[src/rtl/fetch_ctrl.sv]
`default_nettype none
// ============================================================================
// Module   : fetch_ctrl
// Purpose  : Sequencing controller for the fetch stage. Generates the PC
//            enable (enbl), the redirect/NOP select (dec) and the redirect
//            address (pc_mux). It covers the post-reset boot wait for the
//            synchronous instruction memory, hazard stalls, branch
//            redirect/flush and halt/resume.
//            All outputs are registered on posedge clk, so they are stable
//            before the fetch stage updates its PC on the negedge.
// Ports    : clk, rst (async, active-high)
//            stall_req     - hazard stall request (level)
//            branch_taken  - one-cycle redirect pulse
//            branch_target - redirect address, valid with branch_taken
//            halt_req      - stop fetching (level)
//            resume        - leave HALT (pulse)
//            enbl          - fetch PC enable
//            dec           - redirect select (PC <= pc_mux, DR <= NOP)
//            pc_mux        - redirect address
//            state_o       - current FSM state, for debug
//            stall_cnt, flush_cnt - performance counters (optional build)
// Options  : FETCH_CTRL_PERF_EN - when defined, adds the saturating 16-bit
//            stall_cnt / flush_cnt outputs. FSM behaviour is unchanged.
// Revision : 1.0 - initial release
// ============================================================================
module fetch_ctrl #(
    parameter int PC_W         = 7,
    parameter int BOOT_CYCLES  = 2,
    parameter int FLUSH_CYCLES = 1
) (
    input  logic            clk,
    input  logic            rst,
    input  logic            stall_req,
    input  logic            branch_taken,
    input  logic [PC_W-1:0] branch_target,
    input  logic            halt_req,
    input  logic            resume,
    output logic            enbl,
    output logic            dec,
    output logic [PC_W-1:0] pc_mux,
    output logic [2:0]      state_o
`ifdef FETCH_CTRL_PERF_EN
    ,
    output logic [15:0]     stall_cnt,
    output logic [15:0]     flush_cnt
`endif
);

    typedef enum logic [2:0] {
        ST_BOOT  = 3'd0,
        ST_RUN   = 3'd1,
        ST_STALL = 3'd2,
        ST_FLUSH = 3'd3,
        ST_HALT  = 3'd4
    } state_t;

    localparam logic [3:0] c_BOOT_LAST  = 4'(BOOT_CYCLES);
    localparam logic [2:0] c_FLUSH_LOAD = 3'(FLUSH_CYCLES);

    state_t     r_state;
    logic [3:0] r_boot_cnt;
    logic [2:0] r_flush_cnt;

    state_t     w_next;
    logic       w_branch;   // branch accepted this cycle

    // Next-state decision. Branch beats halt beats stall in RUN/STALL/FLUSH;
    // inside FLUSH, halt/stall are only looked at once the flush expires.
    always_comb begin
        w_next   = r_state;
        w_branch = 1'b0;
        case (r_state)
            ST_BOOT: begin
                // Counter reaches BOOT_CYCLES after that many posedges in BOOT,
                // so the move to RUN happens on the following posedge.
                if (r_boot_cnt == c_BOOT_LAST)
                    w_next = ST_RUN;
            end
            ST_RUN, ST_STALL: begin
                if (branch_taken) begin
                    w_next   = ST_FLUSH;
                    w_branch = 1'b1;
                end else if (halt_req) begin
                    w_next = ST_HALT;
                end else if (stall_req) begin
                    w_next = ST_STALL;
                end else begin
                    w_next = ST_RUN;
                end
            end
            ST_FLUSH: begin
                if (branch_taken) begin
                    w_next   = ST_FLUSH;
                    w_branch = 1'b1;
                end else if (r_flush_cnt <= 3'd1) begin
                    if (halt_req)
                        w_next = ST_HALT;
                    else if (stall_req)
                        w_next = ST_STALL;
                    else
                        w_next = ST_RUN;
                end
            end
            ST_HALT: begin
                if (resume && !halt_req)
                    w_next = ST_RUN;
            end
            default: w_next = ST_BOOT;  // illegal encodings recover to BOOT
        endcase
    end

    always_ff @(posedge clk or posedge rst) begin
        if (rst) begin
            r_state     <= ST_BOOT;
            r_boot_cnt  <= 4'd0;
            r_flush_cnt <= 3'd0;
            enbl        <= 1'b0;
            dec         <= 1'b0;
            pc_mux      <= '0;
        end else begin
            r_state <= w_next;

            // Counter is only meaningful while BOOT persists; clearing it on
            // every other path also makes illegal-state recovery start fresh.
            if (r_state == ST_BOOT && w_next == ST_BOOT)
                r_boot_cnt <= r_boot_cnt + 4'd1;
            else
                r_boot_cnt <= 4'd0;

            if (w_branch)
                r_flush_cnt <= c_FLUSH_LOAD;
            else if (r_state == ST_FLUSH && r_flush_cnt != 3'd0)
                r_flush_cnt <= r_flush_cnt - 3'd1;

            if (w_branch)
                pc_mux <= branch_target;

            // Outputs decoded from the next state so they line up with it.
            enbl <= (w_next == ST_RUN) || (w_next == ST_FLUSH);
            dec  <= (w_next == ST_FLUSH);
        end
    end

    assign state_o = r_state;

`ifdef FETCH_CTRL_PERF_EN
    always_ff @(posedge clk or posedge rst) begin
        if (rst) begin
            stall_cnt <= 16'd0;
            flush_cnt <= 16'd0;
        end else begin
            if (r_state == ST_STALL && stall_cnt != 16'hFFFF)
                stall_cnt <= stall_cnt + 16'd1;
            if (w_branch && flush_cnt != 16'hFFFF)
                flush_cnt <= flush_cnt + 16'd1;
        end
    end
`endif

endmodule
`default_nettype wire

[config.mk]
export PLATFORM = sky130hd
export DESIGN_NAME = fetch_ctrl
export DESIGN_NICKNAME = d
export VERILOG_FILES = /design/src/rtl/fetch_ctrl.sv
export SDC_FILE = /design/constraint.sdc
export NUM_CORES = 1
export LEC_CHECK = 0
export ABC_AREA = 1
export ABC_CLOCK_PERIOD_IN_PS = 3500
export CAP_MARGIN = 15
export CORE_MARGIN = 4
export CORE_UTILIZATION = 50
export DETAILED_ROUTE_END_ITERATION = 8
export GPL_TIMING_DRIVEN = 0
export PLACE_DENSITY = 0.91
export SLEW_MARGIN = 20
export SYNTH_ARGS = -nofsm -noshare
export SYNTH_HDL_FRONTEND = slang
export SYNTH_SLANG_ARGS = --single-unit
export TNS_END_PERCENT = 1
[constraint.sdc]
create_clock -name clk -period 3.5 [get_ports clk]
set_input_delay 1.05 -clock clk [delete_from_list [all_inputs] [get_ports clk]]
set_output_delay 1.05 -clock clk [all_outputs]
set_load 0.02 [all_outputs]
Word level (Yosys, flattened, before mapping)

Cells that the tools add are included.

Register bits: 19
Latch bits: 0
Memory bits (writable): 0
Memory bits (read-only): 0
Bits of input ports: 13
Word-level logic and storage cells: 40
Memories: 0

$add $sub $neg: 2
$mul: 0
Div/mod/pow operators: 0
Magnitude comparators: 1
Equality and inequality tests: 7
Shift operators: 0
Muxes and demuxes: 13
Bitwise logic cells: 0
Reduce and logical (&&, ||, !) cells: 11

Operator list:

| cell                | number |
|---|---|
| $mux 3              | 8 |
| $pmux 3 s4          | 1 |
| $eq 3x2->1 const B  | 3 |
| $eq 3x1->1 const B  | 2 |
| $logic_not 3->1     | 2 |
| $add 4x1->4 const B | 1 |
| $eq 4x2->1 const B  | 1 |
| $mux 4              | 1 |
| $eq 3x3->1 const B  | 1 |
| $le 3x1->1 const B  | 1 |
| $logic_and 1x1->1   | 3 |
| $reduce_bool 3->1   | 1 |
| $reduce_or 3->1     | 1 |
| $sub 3x1->3 const B | 1 |
| $mux 1              | 2 |
| $mux 2              | 1 |
| $reduce_bool 2->1   | 1 |
| $reduce_or 2->1     | 1 |
| $logic_not 1->1     | 1 |
| $logic_or 1x1->1    | 1 |

Logic depth before layout (Yosys ltp)

Word-level depth: 8
Depth in mapped cells: 8
Depth with buffers taken out: 8

Least setup slack after synthesis

OpenSTA, ideal clock, no wires.

Kind: input -> register
Start: in stall_req
End: reg dec
Library setup time: 0.073 ns
Arrival time: 1.493 ns
Path slack: 1.934 ns
Stages on the path: 6
Path buffers: 0
Cells stage by stage: inv_1 nor2_1 nand3_1 nand3_1 nand2_1 a21oi_2

Word-level cells in the longest chain between the ends: 6

Ends and longest elaborated chain:

| item                 | RTL line | RTL |
|---|---|---|
| from (decl)          | 33       | `input logic stall_req,` |
| $mux 2 *             | 85, 98   |  |
| $mux 3 *             | 96       | `if (halt_req)` |
| $mux 3               | 95       | `end else if (r_flush_cnt <= 3'd1) begin` |
| $mux 3               | 92       | `if (branch_taken) begin` |
| $pmux 3 s4 *         | 72       | `case (r_state)` |
| $eq 3x2->1 *         | 140      | `dec <= (w_next == ST_FLUSH);` |
| to (signal assigned) | 140      |  |
| to (decl)            | 39       | `output logic dec,` |

Every way passes the cells marked *; elsewhere a longest branch is shown, timed or not.
A chain may end at the register's enable or synchronous reset.

Final worst setup path

Start: reg r_state[2] (netlist: state_o[2])
End: out state_o[2]

RTL lines:

| item                   | RTL line | RTL |
|---|---|---|
| from (decl)            | 60       | `state_t r_state;` |
| from (signal assigned) | 121      | `r_state <= w_next;` |
| to (decl)              | 41       | `output logic [2:0] state_o` |

No word-level cell between the ends.

==> qor.yml <==
worst_setup_path:
  timing.critical_path.cells: "clkdlybuf4s50_1"
  critical-path-max-stage-delay_ns: 0.64
  critPathLaunchType: "flop"
  crit_type: "flop to primary output"
  regToRegStartpoint: "r_flush_cnt[0]"
  path_buf_inv: 1
  crit_arrival_ns: 1.39
  crit_family: "buffers and inverters"
  timing.critical_path.from: "state_o[2]"
  worstRegToRegCells: 7
  reg2reg_to: "r_flush_cnt[0]"
  worst_setup_path_end_kind: "primary output"
  worst-r2r-setup-slack_ns: 2.21
  cp.depth: 1
  endpoint: "state_o[2]"
  critical_path.slowest_cell: "sky130_fd_sc_hd__clkdlybuf4s50_1"
  worstPathRequired_ns: 2.45
  critical_path_peak_fanout: 4
synth:
  dominant_combinational_cell_family_by_area_after_synthesis: "simple AND/OR/NAND/NOR gates"
  synth_top_area_share_pct: 49.41
  synth-compound-area-share_pct: 6.762
  synthCells: 110
  synth_seq_area_share_pct: 49.41
  yosysWarnings: 0
  syn-num-nets: 128
  yosys.area_share.xor_xnor_pct: 1.821
  mappedNetlistArea_um2: 962.2
  netlist.top_cell.by_area: "sky130_fd_sc_hd__dfrtp_1"
  yosysUniqueCellTypes: 23
  syn_area_per_cell_um2: 8.747
  synth_simple_gate_area_share_pct: 28.74
  synth-adder-area-share_pct: 6.502
  synth.ff_latch_count: 19
  post_synth_mux_area_share_pct: 0
  synth.top_cells.by_area: "sky130_fd_sc_hd__dfrtp_1 (49%), sky130_fd_sc_hd__nand2_1 (14%), sky130_fd_sc_hd__ha_1 (6.5%), sky130_fd_sc_hd__inv_1 (5.1%), sky130_fd_sc_hd__nor2_1 (3.9%)"
layout:
  final_area_um2: 1260
  net_total_in_the_final_layout: 157
  syn_to_final_growth_pct: 30.95
  n_antenna_cell: 0
  layout-drive-gt1-share_pct: 11.59
global_routing:
  grt.total_usage_pct: 15.75
  grt_pass1_vias: 798
  grt-ovfl-total: 0
  grt_pass1_wl_mm: 3.125
  grt_start_max_net_pins: 20
  antenna_found_initial: 0
sta:
  final.hold.worst_slack_ns: 0.4921
  slew_violations: 0
  rsz0062_at_grt: "false"
  final-setup-viol-count: 0
  period_share_pct: 69.77
  worst-slew-pin-transition_ns: 0.6999
  minimum_clock_period_after_layout_ns: 2.442
  timing.final.hold_violations: 0
  pnr_worst_setup_slack_ns: 1.058
  max-slew-margin-rel_pct: 53.29
  clock-skew-final_ns: 0.002798
  fmax_ghz: 0.4095
  setup_total_negative_slack_ns: 0
clocking:
  hold_buffers: 0
  post-cts-setup-buffer-count: 0
  cts.sink_count: 19
  numCtsBuffers: 3
  cts.root.buffer_cell: "sky130_fd_sc_hd__clkbuf_4"
  clk_transition_reported_paths_ns: 0.10
  clockBufferDepth: 2
  clock_insertion_delay_worst_skew_ns: 0.30
  clock_tree.htree_level_count: 1
  post_cts_sizing: 0
  cts_tree: "built"
place:
  dpl_worst_slack_ns: 1.332
  finalWeightedCongestion: 0.8686
  dp_hpwl_mm: 1.407
  place_area_um2: 1234
  place.port_buffers: 24
min_path:
  worst_hold_path_type: "flop to flop"
  worstHoldPathCells: 2
floorplan:
  io-pin-count: 25
  floorplan.initialDensity_pct: 53.96
  design.die.area_um2: 2690
  core_region_area_um2: 1783
  floorplan.rows: 15
  horizontal_die_dimension_um: 51.87
  fp.dieH_um: 51.87
routing:
  drt.antenna.violating_nets: 0
  routed_wl_mm: 1.825
  vias_per_cell: 4.779
  drt_drc_violations_left: 0
  wl_per_cell_um: 11.20
  drt_first_iter_violations: 21
  dr_pass1_iterations: 4
  detailroute.via_count: 779
status:
  run_status: "finished clean"
power_and_ir_drop:
  total_power_w: 0.001062
  ir_drop_uv: 484.8
  leakagePower_nw: 0.6276
  powerDensity_nw_per_um2: 843.2
job:
  max_cap_violations: 0
[cells in the mapped netlist]
| cell | instances |
|---|---|
| sky130_fd_sc_hd__clkinv_2 | 1 |
| sky130_fd_sc_hd__nor2_4 | 2 |
| sky130_fd_sc_hd__nand4_1 | 1 |
| sky130_fd_sc_hd__xor2_1 | 1 |
| sky130_fd_sc_hd__buf_6 | 1 |
| sky130_fd_sc_hd__a21oi_1 | 3 |
| sky130_fd_sc_hd__xnor2_1 | 1 |
| sky130_fd_sc_hd__ha_1 | 5 |
| sky130_fd_sc_hd__nor2_1 | 10 |
| sky130_fd_sc_hd__nand2_2 | 3 |
| sky130_fd_sc_hd__inv_1 | 13 |
| sky130_fd_sc_hd__nand2_4 | 1 |
| sky130_fd_sc_hd__nand3_1 | 5 |
| sky130_fd_sc_hd__dfrtp_1 | 19 |
| sky130_fd_sc_hd__o22ai_2 | 1 |
| sky130_fd_sc_hd__nand3_2 | 1 |
| sky130_fd_sc_hd__nand2_1 | 35 |
| sky130_fd_sc_hd__o211ai_1 | 1 |
| sky130_fd_sc_hd__nand3b_1 | 1 |
| sky130_fd_sc_hd__a21oi_2 | 2 |
| sky130_fd_sc_hd__o21bai_1 | 1 |
| sky130_fd_sc_hd__o21ai_1 | 1 |
| sky130_fd_sc_hd__nor2_2 | 1 |
[power breakdown]
part | leakage [nW] | total [W] | switching, W | internal [W]
registers | 0.243 | 0.000379 | 0.0000694 | 0.000310
clock network | 0.0150 | 0.000109 | 0.0000641 | 0.0000444
logic | 0.369 | 0.000575 | 0.000327 | 0.000248
total | 0.628 | 0.00106 | 0.000460 | 0.000602
[layout by cell type, fill, tap and decap left out, types with 2 or more instances in the layout]
| cell | count |
|---|---|
| sky130_fd_sc_hd__a21oi_1 | 3 |
| sky130_fd_sc_hd__a21oi_2 | 2 |
| sky130_fd_sc_hd__clkbuf_4 | 3 |
| sky130_fd_sc_hd__clkdlybuf4s50_1 | 24 |
| sky130_fd_sc_hd__dfrtp_1 | 19 |
| sky130_fd_sc_hd__ha_1 | 5 |
| sky130_fd_sc_hd__inv_1 | 13 |
| sky130_fd_sc_hd__nand2_1 | 35 |
| sky130_fd_sc_hd__nand2_2 | 3 |
| sky130_fd_sc_hd__nand3_1 | 5 |
| sky130_fd_sc_hd__nor2_1 | 10 |
| sky130_fd_sc_hd__nor2_4 | 2 |
[layer usage]
| layer | GRT usage [%] | vias to the layer above | routed length (um) |
|---|---|---|---|
| met1 | 18.15 | 347 | 849 |
| met4 | 8.734 | 0 | 38 |
| met5 | 0 | - | 0 |
| met3 | 4.298 | 6 | 154 |
| li1 | - | 395 | - |
| met2 | 26.15 | 31 | 784 |
[state kept, by name, summed over array words and instances, names as in the netlist]
name	cells
pc_mux	7
r_boot_cnt	4
r_flush_cnt	3
state_o	3
dec	1
enbl	1
[tightest hold or removal path, stage by stage (launching register included)]
cell,delay (ns)
sky130_fd_sc_hd__dfrtp_1,0.35
sky130_fd_sc_hd__nand2_1,0.06
sky130_fd_sc_hd__nand2_1,0.06
[metrics by stage]
step	std cells	utilization, %
2_1_floorplan	110	-
3_3_place_gp	159	69.19
3_5_place_dp	159	69.19
4_1_cts	163	70.67
5_1_grt	163	70.67
6_report	163	70.67
[layout make-up]
type                       instances  area (um2)
timing repair buffer              24       240.2
sequential                        19       475.5
inverter                          14       53.80
clock buffer                       4       26.28
multi-input combinational         76       421.7
tap                               25       31.28
buffer                             1       11.26
fill                             145       523.0
[cell families (layout without fill, tap and decap cells)]
logic type                 after synthesis  in the layout
buffers and inverters                   15             43
AOI/OAI and AO/OA                        9              9
and+or+nand+nor                         60             60
adders and majority gates                5              5
xor gates and xnor gates                 2              2
DFF                                     19             19
[worst min path at each step]
stage	startpoint	end	slack, ns
5_1_grt	pc_mux[5]	pc_mux[5]	0.53
4_1_cts	pc_mux[1]	pc_mux[1]	0.50
3_3_place_gp	r_boot_cnt[0]	r_boot_cnt[0]	0.46
3_5_place_dp	pc_mux[2]	pc_mux[2]	0.48
6_report	pc_mux[1]	pc_mux[1]	0.49
2_1_floorplan	r_boot_cnt[0]	r_boot_cnt[0]	0.45
No activity file was read; power rests on OpenSTA's default activity.
